**config.mk**
```make
export PLATFORM = sky130hd
export DESIGN_NAME = serial_pattern_tx
export DESIGN_NICKNAME = d
export VERILOG_FILES = /design/src/rtl/serial_pattern_pkg.sv /design/src/rtl/piso_shift.sv /design/src/rtl/serial_pattern_tx.sv
export SDC_FILE = /design/constraint.sdc
export NUM_CORES = 1
export LEC_CHECK = 0
export BUFFER_PORTS_ARGS = -buffer_cell sky130_fd_sc_hd__clkbuf_2
export CORE_AREA = 5 5 57 69
export CTS_BUF_LIST = sky130_fd_sc_hd__clkbuf_2
export CTS_CLUSTER_DIAMETER = 120
export DETAILED_ROUTE_END_ITERATION = 10
export DIE_AREA = 0 0 62 74
export GPL_ROUTABILITY_DRIVEN = 0
export HOLD_SLACK_MARGIN = 0.05
export PLACE_DENSITY = 0.7
export SLEW_MARGIN = 20
export SYNTH_ARGS = -nofsm -noshare
export SYNTH_HDL_FRONTEND = slang
export SYNTH_SLANG_ARGS = --single-unit
export TNS_END_PERCENT = 5
```
**constraint.sdc**
```tcl
create_clock -name clk -period 2.7 [get_ports clk]
set_input_delay 0.54 -clock clk [delete_from_list [all_inputs] [get_ports clk]]
set_output_delay 0.54 -clock clk [all_outputs]
set_load 0.03 [all_outputs]
```
**src/rtl/serial_pattern_pkg.sv**
```systemverilog
// Shared state encoding and line constants for the serial pattern transmitter.
// The marker constant and PRE state exist only with SERIAL_PATTERN_TX_PREAMBLE_EN.
package serial_pattern_pkg;

    typedef enum logic [1:0] {
        ST_IDLE = 2'd0,
`ifdef SERIAL_PATTERN_TX_PREAMBLE_EN
        ST_PRE  = 2'd1,
`endif
        ST_SEND = 2'd2,
        ST_GAPW = 2'd3
    } state_t;

    localparam int PRE_LEN = 6;

`ifdef SERIAL_PATTERN_TX_PREAMBLE_EN
    localparam logic [PRE_LEN-1:0] PREAMBLE = 6'b001010;
`endif

    localparam logic IDLE_LEVEL = 1'b1;

endpackage

```
**src/rtl/piso_shift.sv**
```systemverilog
// Parallel-load, MSB-first shift register; load takes priority over shift.
module piso_shift #(
    parameter int WIDTH = 8
) (
    input  logic             clk,
    input  logic             rst,
    input  logic             load,
    input  logic             shift,
    input  logic [WIDTH-1:0] din,
    output logic             msb
);

    logic [WIDTH-1:0] q;

    always_ff @(posedge clk or posedge rst) begin
        if (rst) begin
            q <= '0;
        end else if (load) begin
            q <= din;
        end else if (shift) begin
            q <= q << 1;
        end
    end

    assign msb = q[WIDTH-1];

endmodule

```
**src/rtl/serial_pattern_tx.sv**
```systemverilog
// Serial frame transmitter: MSB-first payload, repeated frames with idle gaps.
// Optional 6-bit marker before every frame when SERIAL_PATTERN_TX_PREAMBLE_EN is defined.
module serial_pattern_tx
    import serial_pattern_pkg::*;
#(
    parameter int WIDTH = 8,
    parameter int CNT_W = 4,
    parameter int GAP   = 2
) (
    input  logic             clk,
    input  logic             rst,
    input  logic             start,
    input  logic [WIDTH-1:0] data,
    input  logic [CNT_W-1:0] repeat_cnt,
    output logic             dout,
    output logic             dout_vld,
    output logic             busy,
    output logic             done
);

    localparam int BIT_W = $clog2(WIDTH + PRE_LEN);
    localparam int GAP_W = (GAP < 1) ? 1 : $clog2(GAP + 1);
    localparam logic [BIT_W-1:0] BIT_LAST = BIT_W'(WIDTH - 1);
    localparam logic [GAP_W-1:0] GAP_LAST = GAP_W'((GAP < 1) ? 0 : GAP - 1);
    // Gap counter parked at GAP marks the single done cycle
    localparam logic [GAP_W-1:0] GAP_END  = GAP_W'(GAP);
`ifdef SERIAL_PATTERN_TX_PREAMBLE_EN
    localparam logic [BIT_W-1:0] PRE_LAST = BIT_W'(PRE_LEN - 1);
    localparam state_t FRAME_FIRST = ST_PRE;
`else
    localparam state_t FRAME_FIRST = ST_SEND;
`endif

    state_t           state, state_n;
    logic [BIT_W-1:0] bit_cnt, bit_cnt_n;
    logic [GAP_W-1:0] gap_cnt, gap_cnt_n;
    logic [CNT_W-1:0] frames, frames_n;
    logic [WIDTH-1:0] word, word_n;
    logic             load, shift, frame_end, sh_msb;
    logic             dout_n, vld_n, busy_n, done_n;
`ifdef SERIAL_PATTERN_TX_PREAMBLE_EN
    logic [PRE_LEN-1:0] pre_sh;
`endif

    piso_shift #(.WIDTH(WIDTH)) u_shift (
        .clk   (clk),
        .rst   (rst),
        .load  (load),
        .shift (shift),
        .din   (word_n),
        .msb   (sh_msb)
    );

    always_ff @(posedge clk or posedge rst) begin
        if (rst) begin
            state    <= ST_IDLE;
            bit_cnt  <= '0;
            gap_cnt  <= '0;
            frames   <= '0;
            word     <= '0;
            dout     <= IDLE_LEVEL;
            dout_vld <= 1'b0;
            busy     <= 1'b0;
            done     <= 1'b0;
        end else begin
            state    <= state_n;
            bit_cnt  <= bit_cnt_n;
            gap_cnt  <= gap_cnt_n;
            frames   <= frames_n;
            word     <= word_n;
            dout     <= dout_n;
            dout_vld <= vld_n;
            busy     <= busy_n;
            done     <= done_n;
        end
    end

    always_comb begin
        state_n   = state;
        bit_cnt_n = bit_cnt;
        gap_cnt_n = gap_cnt;
        frames_n  = frames;
        word_n    = word;
        load      = 1'b0;
        shift     = 1'b0;
        frame_end = 1'b0;
        case (state)
            ST_IDLE: begin
                if (start) begin
                    word_n    = data;
                    frames_n  = (repeat_cnt == '0) ? CNT_W'(1) : repeat_cnt;
                    load      = 1'b1;
                    bit_cnt_n = '0;
                    state_n   = FRAME_FIRST;
                end
            end
`ifdef SERIAL_PATTERN_TX_PREAMBLE_EN
            ST_PRE: begin
                if (bit_cnt == PRE_LAST) begin
                    bit_cnt_n = '0;
                    state_n   = ST_SEND;
                end else begin
                    bit_cnt_n = bit_cnt + BIT_W'(1);
                end
            end
`endif
            ST_SEND: begin
                shift = 1'b1;
                if (bit_cnt == BIT_LAST) begin
                    bit_cnt_n = '0;
                    if (GAP > 0) begin
                        state_n   = ST_GAPW;
                        gap_cnt_n = '0;
                    end else begin
                        frame_end = 1'b1;
                    end
                end else begin
                    bit_cnt_n = bit_cnt + BIT_W'(1);
                end
            end
            ST_GAPW: begin
                if (gap_cnt == GAP_END) begin
                    state_n   = ST_IDLE;
                    gap_cnt_n = '0;
                end else begin
                    gap_cnt_n = gap_cnt + GAP_W'(1);
                    frame_end = (gap_cnt == GAP_LAST);
                end
            end
            default: state_n = ST_IDLE;
        endcase
        // Decided on the edge emitting the frame's last bit or gap cycle, so repeats have no bubble
        if (frame_end) begin
            if (frames > CNT_W'(1)) begin
                frames_n  = frames - CNT_W'(1);
                load      = 1'b1;
                bit_cnt_n = '0;
                gap_cnt_n = '0;
                state_n   = FRAME_FIRST;
            end else begin
                state_n   = ST_GAPW;
                gap_cnt_n = GAP_END;
            end
        end
    end

    always_comb begin
        dout_n = IDLE_LEVEL;
        vld_n  = 1'b0;
        busy_n = 1'b1;
        done_n = 1'b0;
`ifdef SERIAL_PATTERN_TX_PREAMBLE_EN
        pre_sh = PREAMBLE << bit_cnt;
`endif
        case (state)
            ST_IDLE: busy_n = start;
`ifdef SERIAL_PATTERN_TX_PREAMBLE_EN
            ST_PRE: begin
                dout_n = pre_sh[PRE_LEN-1];
                vld_n  = 1'b1;
            end
`endif
            ST_SEND: begin
                dout_n = sh_msb;
                vld_n  = 1'b1;
            end
            ST_GAPW: begin
                if (gap_cnt == GAP_END) begin
                    busy_n = 1'b0;
                    done_n = 1'b1;
                end
            end
            default: busy_n = 1'b0;
        endcase
    end

endmodule

```
Word level (Yosys, flattened, before mapping)
Cells that the tools add are included.
{"block": "totals", "register_bits": 32, "input_bits": 15}
{"block": "classes", "eq_ne": 8, "muxes": 37, "reduce_logical": 6, "n_lt_le_gt_ge": 1, "addsub": 3}
{"operator": "2-to-1 mux 4 bit", "n": 9}
{"operator": "2-to-1 mux 8 bit", "n": 4}
{"operator": "2-to-1 mux 2 bit", "n": 8}
{"operator": "2-to-1 mux 1 bit", "n": 12}
{"operator": "!= test 3 bit (second input constant)", "n": 3}
{"operator": "one-hot mux 4 bit (2 select lines)", "n": 1}
{"operator": "== test 2 bit (second input constant)", "n": 3}
{"operator": "one-hot mux 2 bit (3 select lines)", "n": 1}
{"operator": "adder 4 x 1 -> 4 bit (second input constant)", "n": 1}
{"operator": "== test 4 x 3 -> 1 bit (second input constant)", "n": 1}
{"operator": "> comparator 4 x 1 -> 1 bit (second input constant)", "n": 1}
{"operator": "zero test 4 bit", "n": 1}
{"operator": "one-hot mux 2 bit (2 select lines)", "n": 1}
{"operator": "subtractor 4 x 1 -> 4 bit (second input constant)", "n": 1}
{"operator": "one-hot mux 1 bit (3 select lines)", "n": 1}
{"operator": "AND reduction 3 bit", "n": 1}
{"operator": "nonzero test 3 bit", "n": 1}
{"operator": "adder 2 x 1 -> 2 bit (second input constant)", "n": 1}
{"operator": "== test 2 x 1 -> 1 bit (second input constant)", "n": 1}
{"operator": "zero test 2 bit", "n": 1}
{"operator": "AND reduction 2 bit", "n": 1}
{"operator": "nonzero test 2 bit", "n": 1}

Depth between registers and ports, before layout
{"block": "logic_depth", "depth_word": 6, "mapped_depth": 7, "ltp_nobuf": 6}

By module
Synthesis repeated with hierarchy kept, for this count alone.
{"block": "hier_totals", "hier_cells": 155, "hier_area_um2": 1565.3}
{"mod": "serial_pattern_tx", "area_each_um2": 1192.4, "seq_area_each_um2": 601.8, "cells_per_inst": 120, "n_inst": 1}
{"mod": "piso_shift", "area_each_um2": 372.9, "seq_area_each_um2": 200.2, "cells_per_inst": 35, "n_inst": 1}

Worst setup path before layout
Ideal clock, no wire load.
{"block": "synth_timing", "path_type": "flip-flop to flip-flop", "from": "register frames[0]", "to": "register bit_cnt[2]", "path_slack_ps": 1056, "path_stages_with_launch": 7, "arrival_time_ps": 1518, "synth_period_minus_slack_ps": 1644, "required_ps": 2574, "path_cell_list": "dfrtp_1 > inv_1 > ha_1 > nor2_1 > o311a_1 > nor2_2 > a221o_1"}
{"block": "synth_between", "elab_chain_cells": 3}
{"item": "start, declared", "line_no": "serial_pattern_tx.sv:37", "rtl": "logic [CNT_W-1:0] frames, frames_n;"}
{"item": "start signal, assigned", "line_no": "serial_pattern_tx.sv:69", "rtl": "frames <= frames_n;"}
{"item": "> comparator 4 x 1 -> 1 bit", "line_no": "serial_pattern_tx.sv:134", "rtl": "if (frames > CNT_W'(1)) begin"}
{"item": "2-to-1 mux 4 bit", "line_no": "serial_pattern_tx.sv:134"}
{"item": "2-to-1 mux 4 bit", "line_no": "serial_pattern_tx.sv:133", "rtl": "if (frame_end) begin"}
{"item": "named net bit_cnt_n[2]", "line_no": "serial_pattern_tx.sv:35", "rtl": "logic [BIT_W-1:0] bit_cnt, bit_cnt_n;"}
{"item": "end signal, assigned", "line_no": "serial_pattern_tx.sv:67", "rtl": "bit_cnt <= bit_cnt_n;"}
{"item": "end, declared", "line_no": "serial_pattern_tx.sv:35"}
The timed path passes the listed nets, and every way through them passes these cells.
A chain may end at the register's enable or synchronous reset.

Worst setup path in the final report
Same ends and word-level chain as after synthesis.

==> flow_summary.toml <==
[run_status]
status = "finished, final reports clean"

[finish]
final_area_um2 = 1670
diodes = 0
num-nets-final = 185
n_fill_cell = 303
area_growth_pct = 8.79
fin_util_pct = 51.9
drive_gt1_share_pct = 21.6

[die]
coreArea_um2 = 3220
ioPinCount = 19
die_w_um = 62
row_count = 23
chipHeight_um = 74
dieArea_um2 = 4590
start_util_pct = 47.7

[clock_tree]
cts_tree = "done"
htree_num_levels = 2
post_cts_resized = 0
clock_latency_ns = 0.37
postCtsSetupRepairBufs = 0
cts_made_buffers = 5
cts.sinks = 32
clockRootBuffer = "clkbuf_2"
ctsHoldBuffers = 0
clockBufferDepth = 2
clkTransAtPathRegs_ns = 0.15

[sta]
worst_pin_slew_ns = 0.649
setup_viol_count_final = 0
slew_headroom_pct = 56.7
skew_ns = 0.0126
fin_ws_ns = 0.817
rsz0062_at_grt = "false"
fin_setup_tns_ns = 0
hold_viol_final = 0
min_period_ns = 1.88
drv_slew = 0
hold-worst-slack_ns = 0.200
min_period_over_period_pct = 69.8
fmax_mhz = 531

[global_routing]
grt_max_degree = 33
grt_pass1_vias = 1166
antenna_found_initial = 0
grt-ovfl-total = 0
grt_pass1_wl_um = 5310
track_usage_pct = 16.0

[worst_setup_path]
rrSetupSlack_ns = 0.82
path_buf_inv = 1
cp-start-kind = "register"
crit_path_start = "frames[0]"
cp.arrival_ns = 2.15
critical_path.max_stage_delay_ns = 0.45
worstPathRequired_ns = 2.96
worstSetupPathDepth = 6
worst-setup-path-type = "register to register"
crit_chain = "inv_1, ha_1, nor2_1, o311a_1, nor2_2, a221o_1"
timing.rr.end = "bit_cnt[2]"
reg2reg_depth = 6
crit_family = "compound AO/OA/AOI/OAI gates"
path_max_fanout = 9
end_kind = "register"
crit_path_top_delay_cell = "dfrtp_1"
reg2reg_from = "frames[0]"

[logic_synthesis]
syn_nets = 164
synth_top_cell_area_share_pct = 50.5
synth.avg_cell_area_um2 = 10.5
synth_flop_cell = "dfrtp_1"
synth_area_um2 = 1540
ys_seq_area_share_pct = 52.2
netlist_instances = 146
yosys.cell_types.count = 38
ys_warn_count = 0
synth_edf_count = 0
synth_area_leaders = "dfrtp_1 (50%), nand2_1 (5.4%), a21o_1 (3.4%), ha_1 (2.4%), o211ai_1 (2.4%)"
synthArstFlopShare_pct = 100
synth_top_cell_by_area = "dfrtp_1"
synth-seq-cells = 32

[placed_design]
place_area_um2 = 1640
dpl.hpwl_um = 2080
io_buffers = 18
post-place-ws_ns = 0.725

[drt]
viasPerCell = 5.69
drc = 0
drt_wl_total_um = 2870
wl_per_cell_um = 14.1
vias = 1160
drtIter0Drc = 32
firstDrtPassIters = 4
ant_nets = 0

[run]
timing.max_cap.violations = 0

[power]
ir_drop_uv = 535
p_per_area_nw_per_um2 = 948
p_leak_nw = 0.842

[hold_path]
min_path_type = "primary input to asynchronous set/reset pin"
stage by stage:
step	power, mW	instances
CTS	1.60	204
global placement	1.35	197
finish	1.58	204
global route	1.74	204
floorplan	1.25	146
detailed placement	1.38	197
layout by cell type, fill, tap and decap left out, drive strengths merged:
master	count
and3b	2
o41ai	1
nand2b	2
clkinv	1
buf	3
a21o	7
nand3b	1
nor3b	1
mux2	3
dfrtp	31
nand2	22
dfstp	1
o21ai	5
nand3	4
a211oi	2
o311a	1
a22o	2
o32ai	1
o2bb2ai	1
ha	3
o31a	1
nor3	5
or3b	1
o211ai	5
nor2	8
nor2b	4
and4b	1
o31ai	3
a31oi	2
and3	1
clkbuf	24
a21oi	5
inv	7
mux2i	3
a211o	1
o22ai	1
a221o	1
Yosys cell counts, types with 4 or more instances:
master,n
a21o_1,7
a21oi_1,5
dfrtp_1,31
inv_1,7
nand2_1,22
nand3_1,4
nor2_1,7
nor2b_1,4
nor3_1,5
o211ai_1,5
o21ai_0,5
kinds of logic after synthesis:
| family | synth area share [%] |
|---|---|
| AO/OA/AOI/OAI | 18.2 |
| adder cells (fa/ha/maj) | 2.44 |
| buffers and inverters | 5.54 |
| flip-flops | 52.2 |
| AND/OR/NAND/NOR | 17.5 |
| multiplexers | 4.15 |
registers in the layout, summed over array words and instances, names as in the netlist, 2 cells and up:
register and cells:
bit_cnt 4, frames 4, gap_cnt 2, state 2
u_shift.q 8, word 8
report_power, final:
part	switching (mW)	internal (mW)	leakage, nW
clock	0.152	0.0616	0.0288
combinational	0.308	0.260	0.415
sequential	0.138	0.665	0.398
total	0.597	0.986	0.842
worst max-delay path by stage:
| stage | end |
|---|---|
| after floorplan | bit_cnt[2] |
| after global placement | u_shift.q[1] |
| after detailed placement | u_shift.q[1] |
| after CTS | bit_cnt[2] |
| after global routing | bit_cnt[2] |
| final | bit_cnt[2] |
tightest hold or removal path, cell delays in order:
cell,delay [ns]
clkbuf_2,0.08
inv_1,0.04
buf_4,0.34
layout make-up:
class                      count  area (µm²)  area share, %
clock buffer                   6        30.0           1.80
tap                           37        46.3           2.77
multi-input combinational    100         649           38.8
sequential                    32         802           48.0
inverter                       7        26.3           1.57
clock inverter                 1        5.00          0.299
timing repair buffer          21         113           6.74
layer usage:
layer	track usage [%]	wire length, µm	part of all wire, %
met5	0	0	0
met4	7.78	37	1.3
met3	5.90	155	5.4
met2	22.8	1450	50
met1	21.3	1230	43
(Power assumes the default switching activity.)
